**config.mk**
```make
export PLATFORM = sky130hd
export DESIGN_NAME = arb_requester
export DESIGN_NICKNAME = d
export VERILOG_FILES = /design/src/rtl/arb_requester.sv
export SDC_FILE = /design/constraint.sdc
export NUM_CORES = 1
export LEC_CHECK = 0
export BUFFER_PORTS_ARGS = -buffer_cell sky130_fd_sc_hd__buf_2
export CAP_MARGIN = 20
export CORE_ASPECT_RATIO = 2
export CORE_MARGIN = 5
export CORE_UTILIZATION = 35
export DETAILED_ROUTE_END_ITERATION = 16
export SETUP_SLACK_MARGIN = 0.4
export SLEW_MARGIN = 25
export SYNTH_ARGS = -nofsm -noshare
export SYNTH_HDL_FRONTEND = slang
export SYNTH_SLANG_ARGS = --single-unit
```
**constraint.sdc**
```tcl
create_clock -name clk -period 4.6 [get_ports clk]
set_input_delay 1.15 -clock clk [delete_from_list [all_inputs] [get_ports clk]]
set_output_delay 1.15 -clock clk [all_outputs]
set_load 0.03 [all_outputs]
```
**src/rtl/arb_requester.sv**
```systemverilog
// arb_requester: requester-side agent for the 4-way priority-lock arbiter.
// Queues burst commands from a client, raises req, waits for grant, holds the
// lock for cmd_len+1 beats, then drops req for GAP_CYCLES so the arbiter can
// rotate. A requester that waits TIMEOUT cycles without any grant aborts the
// command and pulses timeout_err.
//
// Ports:
//   clk, rst_n   - clock, asynchronous active-low reset
//   cmd_valid    - command push request
//   cmd_len      - burst length minus one
//   cmd_ready    - command FIFO not full
//   req          - registered request line to the arbiter
//   grant        - this requester's grant bit
//   beat         - one data beat transferred this cycle
//   done         - final beat of a burst
//   timeout_err  - one-cycle pulse after a starved request is aborted
//   busy         - FSM not idle or FIFO not empty
module arb_requester #(
  parameter int unsigned LEN_W      = 4,
  parameter int unsigned FIFO_DEPTH = 4,
  parameter int unsigned TIMEOUT    = 16,
  parameter int unsigned GAP_CYCLES = 1
) (
  input  logic             clk,
  input  logic             rst_n,
  input  logic             cmd_valid,
  input  logic [LEN_W-1:0] cmd_len,
  output logic             cmd_ready,
  output logic             req,
  input  logic             grant,
  output logic             beat,
  output logic             done,
  output logic             timeout_err,
  output logic             busy
);

  localparam int unsigned PtrW  = (FIFO_DEPTH > 1) ? $clog2(FIFO_DEPTH) : 1;
  localparam int unsigned CntW  = $clog2(FIFO_DEPTH + 1);
  localparam int unsigned WaitW = (TIMEOUT > 1) ? $clog2(TIMEOUT) : 1;
  localparam int unsigned GapW  = $clog2(GAP_CYCLES + 1);

  localparam logic [PtrW-1:0]  PtrLast  = PtrW'(FIFO_DEPTH - 1);
  localparam logic [CntW-1:0]  CntFull  = CntW'(FIFO_DEPTH);
  localparam logic [WaitW-1:0] WaitLast = WaitW'(TIMEOUT - 1);
  localparam logic [GapW-1:0]  GapLast  = GapW'(GAP_CYCLES - 1);

  typedef enum logic [1:0] {StIdle, StReq, StOwn, StGap} state_e;

  state_e             state_q, state_d;
  logic [LEN_W-1:0]   remain_q, remain_d;
  logic [WaitW-1:0]   wait_q, wait_d;
  logic [GapW-1:0]    gap_q, gap_d;
  logic               req_q, err_q, abort;

  // Command FIFO
  logic [LEN_W-1:0] mem_q [FIFO_DEPTH];
  logic [PtrW-1:0]  wr_ptr_q, rd_ptr_q;
  logic [CntW-1:0]  count_q, count_d;
  logic             fifo_empty, push, pop;

  assign fifo_empty = (count_q == '0);
  assign cmd_ready  = (count_q != CntFull);
  assign push       = cmd_valid & cmd_ready;
  assign pop        = (state_q == StIdle) & ~fifo_empty;

  always_comb begin
    count_d = count_q;
    unique case ({push, pop})
      2'b10:   count_d = count_q + CntW'(1);
      2'b01:   count_d = count_q - CntW'(1);
      default: count_d = count_q;
    endcase
  end

  always_ff @(posedge clk or negedge rst_n) begin
    if (!rst_n) begin
      wr_ptr_q <= '0;
      rd_ptr_q <= '0;
      count_q  <= '0;
    end else begin
      count_q <= count_d;
      if (push) wr_ptr_q <= (wr_ptr_q == PtrLast) ? '0 : wr_ptr_q + PtrW'(1);
      if (pop)  rd_ptr_q <= (rd_ptr_q == PtrLast) ? '0 : rd_ptr_q + PtrW'(1);
    end
  end

  // Payload storage needs no reset: occupancy guards every read.
  always_ff @(posedge clk) begin
    if (push) mem_q[wr_ptr_q] <= cmd_len;
  end

  // FSM state register
  always_ff @(posedge clk or negedge rst_n) begin
    if (!rst_n) begin
      state_q <= StIdle;
    end else begin
      state_q <= state_d;
    end
  end

  // Next-state and counter updates
  always_comb begin
    state_d  = state_q;
    remain_d = remain_q;
    wait_d   = wait_q;
    gap_d    = gap_q;
    abort    = 1'b0;
    unique case (state_q)
      StIdle: begin
        if (!fifo_empty) begin
          state_d  = StReq;
          remain_d = mem_q[rd_ptr_q];
          wait_d   = '0;
        end
      end
      StReq: begin
        if (grant) begin
          if (remain_q == '0) begin
            state_d = StGap;
          end else begin
            remain_d = remain_q - LEN_W'(1);
            state_d  = StOwn;
          end
        end else if (wait_q == WaitLast) begin
          state_d = StGap;
          abort   = 1'b1;
        end else begin
          wait_d = wait_q + WaitW'(1);
        end
      end
      StOwn: begin
        // Once owned, a withdrawn grant just stalls the burst; no timeout.
        if (grant) begin
          if (remain_q == '0) state_d = StGap;
          else                remain_d = remain_q - LEN_W'(1);
        end
      end
      StGap: begin
        if (gap_q == GapLast) begin
          gap_d   = '0;
          state_d = StIdle;
        end else begin
          gap_d = gap_q + GapW'(1);
        end
      end
      default: state_d = StIdle;
    endcase
  end

  // Datapath registers; req is registered from the next state so it is glitch-free.
  always_ff @(posedge clk or negedge rst_n) begin
    if (!rst_n) begin
      remain_q <= '0;
      wait_q   <= '0;
      gap_q    <= '0;
      req_q    <= 1'b0;
      err_q    <= 1'b0;
    end else begin
      remain_q <= remain_d;
      wait_q   <= wait_d;
      gap_q    <= gap_d;
      req_q    <= (state_d == StReq) || (state_d == StOwn);
      err_q    <= abort;
    end
  end

  // Outputs
  always_comb begin
    beat        = grant & ((state_q == StReq) | (state_q == StOwn));
    done        = beat & (remain_q == '0);
    busy        = (state_q != StIdle) | ~fifo_empty;
    req         = req_q;
    timeout_err = err_q;
  end

endmodule

```
==> results.py, run 1 <==
metrics = {
    "status": {
        "status": "finished clean",
    },
    "cells_and_area": {
        "fillers": 492,
        "stdcell_area_um2": 2070,
        "multi_input_area_um2": 764,
        "n_antenna_cell": 0,
        "area_growth_pct": 14.3,
        "drive_gt1_frac": 0.226,
        "seqCellArea_um2": 956,
        "fin_nets": 184,
    },
    "run": {
        "drv_cap": 0,
    },
    "synthesis": {
        "synth_commonest_cells": "19 x dfrtp_1, 18 x inv_1, 16 x edfxtp_1",
        "yosys.area_share.xor_xnor": 0.0242,
        "synth.mux.area_fraction": 0.0824,
        "yosysSeqAreaShare": 0.529,
        "netlist.area_leader.share": 0.266,
        "yosysUniqueCellTypes": 37,
        "ys_ff_latch": 35,
        "synthTopCellsByArea": "edfxtp_1 27%, dfrtp_1 26%, ha_1 8.3%, mux4_2 5.0%, inv_1 3.7%",
        "yosysTopAreaCell": "edfxtp_1",
        "ys.flop_type": "dfrtp_1",
        "synth_compound_area_frac": 0.107,
        "synth-edff-count": 16,
        "avgSynthCellArea_um2": 12.5,
        "ys_warn_count": 0,
        "postSynthNetCount": 166,
        "synthMostInstantiatedCell": "dfrtp_1",
        "async_reset_ff_frac": 0.543,
        "synthAdderAreaFrac": 0.0941,
        "synth_top_family_by_area": "simple AND/OR/NAND/NOR gates",
        "syn_area_um2": 1810,
        "syn_inst": 145,
        "synth_simple_gate_area_frac": 0.115,
    },
    "routing": {
        "drt_first_pass_iters": 2,
        "vias": 1124,
        "antenna_left": 0,
        "viasPerCell": 5.06,
        "drc": 0,
        "initialDrtViolationCount": 22,
        "drt-total-wl_um": 3290,
        "avgRoutedWirePerCell_um": 14.8,
    },
    "sta": {
        "drv_slew": 0,
        "fin_crit_sh": 0.620,
        "fmax_mhz": 351,
        "slew_headroom": 0.709,
        "final-hold-violation-count": 0,
        "tns_ps": 0,
        "tightest_slew_ps": 436,
        "skew_ps": 4.10,
        "setup_viol_count_final": 0,
        "fin_crit_ps": 2850,
        "rsz0062_at_grt": "no",
    },
    "critical_path": {
        "timing.critical_path.to_type": "output pin",
        "cp.required_ps": 3450,
        "critPathArrivalTime_ps": 1700,
        "crit_type": "reg -> out",
        "cp-start-kind": "flip-flop",
        "crit_fanout": 5,
    },
    "placed_design": {
        "place_hpwl_um": 2550,
        "gp_congestion": 0.748,
        "place_area_um2": 1930,
        "numPortBuffers": 13,
    },
    "clocking": {
        "postCtsHoldBufs": 0,
        "path_clk_slew_ps": 70,
        "cts_buffers": 5,
        "cts-root-buf": "clkbuf_8",
        "htree_levels": 2,
        "clkLatencyLatePin_ps": 280,
        "ctsResizeCount": 0,
        "cts_tree": "done",
        "cts_buffer_depth": 2,
        "post_cts_buffers": 0,
        "cts.sinks": 35,
    },
    "power": {
        "p_int_uw": 933,
        "p_seq_frac": 0.362,
        "pwr-share-clk": 0.222,
        "leakage_uw": 0.000895,
        "power_switching_uw": 551,
        "swShare": 0.371,
        "ir_drop_mv": 0.475,
        "pwr-share-comb": 0.416,
        "cellPowerDensity_nw_per_um2": 718,
    },
    "global_routing": {
        "grt_pass1_wl_um": 5820,
        "grt_use_total": 0.115,
        "gr-total-overflow": 0,
        "antenna_found_initial": 0,
        "grt_max_degree": 20,
        "grt_pass1_vias": 1279,
    },
    "floorplan": {
        "fp-row-count": 37,
        "ioPinCount": 14,
        "die_height_um": 112,
        "core_um2": 5090,
        "initial_utilization": 0.355,
        "fp.dieW_um": 60.8,
        "dieArea_um2": 6790,
    },
    "worst_hold_path": {
        "hold_path_class": "reg -> reg",
    },
}
## area by class of cell
cell class	instances	share of cell area
Sequential cell	35	0.463
Clock inverter	3	0.0327
Clock buffer	5	0.0333
Inverter	19	0.0345
Multi-Input combinational cell	89	0.370
Timing Repair Buffer	13	0.0315
Tap cell	58	0.0351
## power groups by stage
| stage | sequential, µW | combinational, µW | clock [µW] |
|---|---|---|---|
| 3_5_place_dp | 543 | 625 | 0 |
| 3_3_place_gp | 534 | 590 | 0 |
| 5_1_grt | 554 | 697 | 349 |
| 4_1_cts | 538 | 630 | 335 |
| 6_report | 537 | 617 | 329 |
| 2_1_floorplan | 518 | 509 | 0 |
## registers in the layout (all words and copies together), names as in the netlist
| signal | count |
|---|---|
| mem_q | 16 |
| remain_q | 4 |
| wait_q | 4 |
| count_q | 3 |
| rd_ptr_q | 2 |
| state_q | 2 |
| wr_ptr_q | 2 |
| req | 1 |
| timeout_err | 1 |
## per-layer routing
layer  part of all wire  track usage  vias up
met5                  0            0        -
met1               0.34        0.111      546
met4              0.045       0.0796        0
li1                   -            -      553
met2               0.58        0.204       17
met3              0.032       0.0220        8
## stage by stage
| step | hold WS [ps] | std cells | total power [µW] | setup WS, ps | utilization |
|---|---|---|---|---|---|
| after floorplan | 506 | 145 | 1030 | 2050 | - |
| after global placement | 544 | 214 | 1120 | 1770 | 0.379 |
| after detailed placement | 538 | 214 | 1170 | 1770 | 0.379 |
| after CTS | 559 | 222 | 1500 | 1720 | 0.406 |
| after global routing | 580 | 222 | 1600 | 1570 | 0.406 |
| final | 559 | 222 | 1480 | 1750 | 0.406 |
## cells by family after synthesis
family	Yosys count
fa+ha+maj	13
simple gates	35
flops	35
buf+inv	21
mux	9
xor+xnor	5
compound gates	27
## layout by cell type (no fill, tap or decap), types with 6 or more instances in the layout
cell and count:
buf_2 13, dfrtp_1 19, edfxtp_1 16, ha_1 12, inv_1 18, nand3_1 7
nor2_1 6, o21ai_0 7
## worst paths after layout
path	start	to	slack [ps]	cells after the start
max in group asynchronous	rst_n	wait_q[1]	3500	1
hold reg to reg	remain_q[1]	remain_q[1]	560	1
setup / recovery	state_q[0]	busy	1750	5
setup reg to reg	count_q[0]	count_q[2]	2430	10
hold / removal	remain_q[1]	remain_q[1]	560	1
min in group asynchronous	rst_n	remain_q[1]	800	1
## worst max-delay path: stages, from the launching register on
cell and delay [ps]:
dfrtp_1 420, inv_1 120, ha_1 230, nor4b_4 330
inv_2 120, buf_2 200
Power figures use the tool's default switching activity.
==> inputs of run 2 (changes only) <==
- clock period: 4.6 -> 2.7 ns (I/O delays scaled with it)
==> results.py, run 2 (synthesis gave the netlist of run 1 again) <==
metrics = {
    "sta": {
        "fin_crit_sh": 0.833,
        "drv_slew": 0,
        "slew_headroom": 0.687,
        "fin_crit_ps": 2250,
        "final-hold-violation-count": 0,
        "tightest_slew_ps": 469,
        "setup_viol_count_final": 0,
        "tns_ps": 0,
        "fmax_mhz": 444,
        "holdWs_ps": 337,
        "skew_ps": 7.18,
        "rsz0062_at_grt": "yes",
    },
    "clocking": {
        "path_clk_slew_ps": 70,
        "cts.sinks": 35,
        "postCtsHoldBufs": 0,
        "cts_buffer_depth": 2,
        "htree_levels": 2,
        "cts_tree": "done",
        "cts_buffers": 5,
        "clkLatencyLatePin_ps": 280,
        "cts-root-buf": "clkbuf_8",
    },
    "critical_path": {
        "cp.required_ps": 2030,
        "crit_type": "reg -> out",
        "critPathArrivalTime_ps": 1580,
        "crit_fanout": 3,
        "timing.critical_path.to_type": "output pin",
        "cp-start-kind": "flip-flop",
    },
    "cells_and_area": {
        "drive_gt1_frac": 0.247,
        "n_antenna_cell": 0,
        "largest-register": "mem_q",
        "fin_nets": 186,
        "layout_commonest_cell": "dfrtp_1",
        "final_cell_mix": "19 x dfrtp_1, 17 x inv_1, 16 x edfxtp_1",
        "area_growth_pct": 13.6,
        "largest_reg_flops": 16,
        "final_cell_count_no_fill": 224,
        "stdcell_area_um2": 2050,
        "utilization": 0.403,
        "largestRegisters": "mem_q (16), remain_q (4), wait_q (4)",
    },
    "status": {
        "status": "finished clean",
    },
    "routing": {
        "drt-total-wl_um": 3320,
        "drt_first_pass_iters": 4,
        "antenna_left": 0,
        "initialDrtViolationCount": 16,
        "avgRoutedWirePerCell_um": 14.8,
        "viasPerCell": 5.12,
        "drc": 0,
        "vias": 1147,
    },
    "power": {
        "ir_drop_mv": 0.737,
        "cellPowerDensity_nw_per_um2": 1160,
        "leakage_uw": 0.000890,
    },
    "placed_design": {
        "place_hpwl_um": 2560,
        "placed_cells": 214,
        "place_area_um2": 1930,
        "gp_congestion": 0.754,
        "numPortBuffers": 13,
    },
    "floorplan": {
        "fp.dieW_um": 60.8,
        "dieArea_um2": 6790,
        "initial_utilization": 0.355,
        "core_um2": 5090,
        "die_height_um": 112,
        "ioPinCount": 14,
        "fp-row-count": 37,
    },
    "run": {
        "drv_cap": 0,
    },
    "global_routing": {
        "grt_pass1_vias": 1287,
        "grt_max_degree": 20,
        "gr-total-overflow": 0,
        "grt_pass1_wl_um": 5730,
        "grt_use_total": 0.112,
        "antenna_found_initial": 0,
    },
    "worst_hold_path": {
        "hold_path_class": "in -> async",
    },
}
==> run 2: changes by cell type in the layout (fill, tap and decap cells not counted), sizes merged <==
cell and change:
buf +2, bufinv -2, clkbuf +1, clkinv +1
==> run 2: layer usage <==
metal,up-vias,part of all wire,global-route usage
met5,-,0,0
met2,16,0.59,0.209
met1,570,0.36,0.112
met4,0,0.025,0.0564
li1,556,-,-
met3,5,0.024,0.0139
==> run 2: power by group <==
group          switching, µW  internal (µW)  leakage, µW  total [µW]
logic                    586            514     0.000470        1100
registers                182            744     0.000380         926
clock network            185            180    0.0000412         365
total                    954           1440     0.000890        2390
==> run 2: worst max-delay path, stage by stage, from the launching register on <==
cell     delay, ps
dfrtp_1        410
inv_1           90
ha_1           190
nor3b_4        230
and3_2         190
buf_2          190
==> run 2: final timing paths <==
kind                             start          end  slack (ps)  depth (start not counted)
hold / removal                   rst_n  remain_q[2]         340                          1
min in group clk           remain_q[1]  remain_q[1]         570                          1
setup reg to reg            count_q[0]   count_q[2]         550                         10
hold reg to reg            remain_q[1]  remain_q[1]         570                          1
setup / recovery           remain_q[0]         done         450                          5
max in group asynchronous        rst_n    wait_q[1]        2030                          1
==> run 2: area by class of cell <==
class / count / area [µm²]
fill: 508 / 3040
inverter: 19 / 71.3
clock buffer: 6 / 72.6
sequential: 35 / 956
timing repair buffer: 15 / 80.1
tap: 58 / 72.6
clock inverter: 2 / 12.5
multi-input combinational: 89 / 788
==> run 2: per-stage QoR <==
step                      power [µW]  worst slack, ps
after floorplan                 1750              450
after global placement          1930              625
after detailed placement        2000              518
after CTS                       2390              353
after global routing            2590              357
final                           2390              450
==> run 2: repair_timing <==
| item | 4_1_cts | 5_1_grt |
|---|---|---|
| buffers inserted | 1 | 1 |
| endpoints found under the setup margin | 2 | 4 |
| resized for setup | 1 | 4 |
==> inputs of run 3 (changes only) <==
- ABC_AREA: unset -> 1
- clock period: 2.7 -> 2.2 ns (I/O delays scaled with it)
==> results.py, run 3 <==
metrics = {
    "floorplan": {
        "die_height_um": 111,
        "ioPinCount": 14,
        "dieArea_um2": 6740,
        "core_um2": 5050,
        "fp-row-count": 37,
        "initial_utilization": 0.355,
        "fp.dieW_um": 60.6,
    },
    "clocking": {
        "postCtsHoldBufs": 0,
        "clkLatencyLatePin_ps": 280,
        "cts_buffers": 5,
        "cts_buffer_depth": 2,
        "path_clk_slew_ps": 80,
        "cts.sinks": 35,
        "cts-root-buf": "clkbuf_8",
        "htree_levels": 2,
        "cts_tree": "done",
    },
    "routing": {
        "top_layer": "met4",
        "drt_first_pass_iters": 4,
        "avgRoutedWirePerCell_um": 12.7,
        "antenna_left": 0,
        "wl_met3_um": 125,
        "viasPerCell": 4.72,
        "drt-total-wl_um": 3630,
        "wl_met2_um": 1920,
        "wl_met1_um": 1530,
        "drc": 0,
        "vias": 1350,
        "initialDrtViolationCount": 54,
    },
    "synthesis": {
        "ys.flop_type": "dfrtp_1",
        "synth-edff-count": 16,
        "synthTopCellsByArea": "edfxtp_1 27%, dfrtp_1 27%, ha_1 8.4%, nand2_1 7.3%, inv_1 5.2%",
        "synth_commonest_cells": "35 x nand2_1, 25 x inv_1, 19 x dfrtp_1, 19 x nor2_1, 16 x edfxtp_1",
        "ys_ff_latch": 35,
        "syn_inst": 188,
        "yosysTopAreaCell": "edfxtp_1",
        "synthMostInstantiatedCell": "nand2_1",
        "syn_area_um2": 1790,
        "postSynthNetCount": 209,
        "async_reset_ff_frac": 0.543,
        "netlist.area_leader.share": 0.268,
        "yosysSeqAreaShare": 0.534,
        "avgSynthCellArea_um2": 9.53,
        "ys_warn_count": 0,
        "yosysUniqueCellTypes": 24,
    },
    "cells_and_area": {
        "area_growth_pct": 28.8,
        "utilization": 0.457,
        "multi_input_area_um2": 817,
        "final_cell_mix": "33 x nand2_1, 22 x buf_4, 19 x dfrtp_1",
        "largest_reg_flops": 16,
        "largestRegisters": "mem_q (16), remain_q (4), wait_q (4)",
        "n_antenna_cell": 0,
        "seqCellArea_um2": 956,
        "drive_gt1_frac": 0.307,
        "largest-register": "mem_q",
        "fin_nets": 248,
        "fillers": 466,
        "layout_commonest_cell": "nand2_1",
    },
    "sta": {
        "drv_slew": 0,
        "fin_crit_ps": 1820,
        "fin_crit_sh": 0.827,
        "fmax_mhz": 550,
        "setup_viol_count_final": 0,
        "final-hold-violation-count": 0,
        "slew_headroom": 0.696,
        "tightest_slew_ps": 455,
        "skew_ps": 5.73,
        "rsz0062_at_grt": "yes",
        "tns_ps": 0,
    },
    "critical_path": {
        "timing.critical_path.to_type": "output pin",
        "crit_type": "reg -> out",
        "critPathMaxStageDelay_ps": 370,
        "cp-start-kind": "flip-flop",
        "cp.required_ps": 1650,
        "reg2reg_slack_ps": 420,
        "critPathArrivalTime_ps": 1270,
        "path_cells": "inv_2 -> ha_4 -> inv_4 -> nor2_4 -> buf_6",
        "crit_slowest_cell": "dfrtp_1",
        "crit_fanout": 5,
    },
    "global_routing": {
        "gr-total-overflow": 0,
        "grt_pass1_wl_um": 6120,
        "grt_use_total": 0.119,
        "antenna_found_initial": 0,
        "grt_max_degree": 20,
        "grt_pass1_vias": 1303,
    },
    "power": {
        "p_int_uw": 2110,
        "pwr-share-clk": 0.161,
        "p_seq_frac": 0.295,
        "pwr-share-comb": 0.544,
        "swShare": 0.417,
        "cellPowerDensity_nw_per_um2": 1570,
        "leakage_uw": 0.00106,
        "ir_drop_mv": 1.13,
        "power_switching_uw": 1510,
    },
    "run": {
        "drv_cap": 0,
    },
    "placed_design": {
        "place_hpwl_um": 2470,
        "gp_congestion": 0.795,
        "numPortBuffers": 13,
    },
    "worst_hold_path": {
        "hold_path_class": "in -> async",
    },
    "status": {
        "status": "finished clean",
    },
}
[run 3: cell types whose count changed in the layout (fill, tap and decap cells not counted), moves of 6 or more]
cell     previous run  this run
nand2_1             5        33
buf_4               2        22
nor2_1              6        17
o21ai_0             7        13
[run 3: metal layers]
| metal | vias to the layer above | GRT usage |
|---|---|---|
| met1 | 629 | 0.155 |
| met2 | 19 | 0.189 |
| met5 | - | 0 |
| li1 | 697 | - |
| met3 | 5 | 0.0303 |
| met4 | 0 | 0.0391 |
[run 3: worst max-delay path: cells and delay by family (launching register included)]
kind / cells / cell delay (ps)
adders and majority gates: 1 / 300
buffers and inverters: 3 / 250
DFF: 1 / 370
and+or+nand+nor: 1 / 70
[run 3: power groups by stage]
stage	clock (µW)	sequential, µW	combinational, µW
5_1_grt	628	1100	2220
6_report	582	1070	1970
3_3_place_gp	0	1080	1450
2_1_floorplan	0	1050	1210
3_5_place_dp	0	1090	1490
4_1_cts	600	1070	1760
[run 3: area by class of cell]
class,count,area share
Tap cell,58,0.0314
Clock buffer,5,0.0298
Clock inverter,3,0.0190
Inverter,27,0.0461
Timing Repair Buffer,34,0.106
Sequential cell,35,0.414
Multi-Input combinational cell,124,0.354
[run 3: per-stage QoR]
step / cell area, µm² / instances / power, µW / hold slack [ps] / setup WS [ps]
after floorplan: 1830 / 188 / 2260 / 254 / 403
after global placement: 1950 / 257 / 2540 / 468 / 378
after detailed placement: 1950 / 257 / 2580 / 489 / 340
after CTS: 2210 / 277 / 3420 / 215 / 395
after global routing: 2310 / 286 / 3950 / 224 / 323
final: 2310 / 286 / 3610 / 204 / 382
[run 3: cell families after synthesis]
family / Yosys count / share of synthesized area
buffers and inverters: 29 / 0.0670
adders and majority gates: 13 / 0.0950
AOI/OAI and AO/OA: 35 / 0.108
xor gates and xnor gates: 5 / 0.0244
and+or+nand+nor: 71 / 0.172
DFF: 35 / 0.534
[run 3: final timing paths]
kind	startpoint	end	cells after the start
setup / recovery	state_q[0]	done	5
hold / removal	rst_n	wait_q[3]	1
setup reg to reg	state_q[0]	count_q[2]	10
hold reg to reg	remain_q[1]	remain_q[1]	2
max in group asynchronous	rst_n	count_q[0]	1
min in group clk	cmd_len[1]	mem_q[2][1]	1
[run 3: timing repair]
| action | in CTS | in global routing |
|---|---|---|
| resized for setup | 19 | 9 |
| pin swaps | 6 | 9 |
| setup endpoints to repair | 5 | 5 |
| setup buffers | 12 | 9 |
| endpoints found under the hold margin | 0 | 0 |
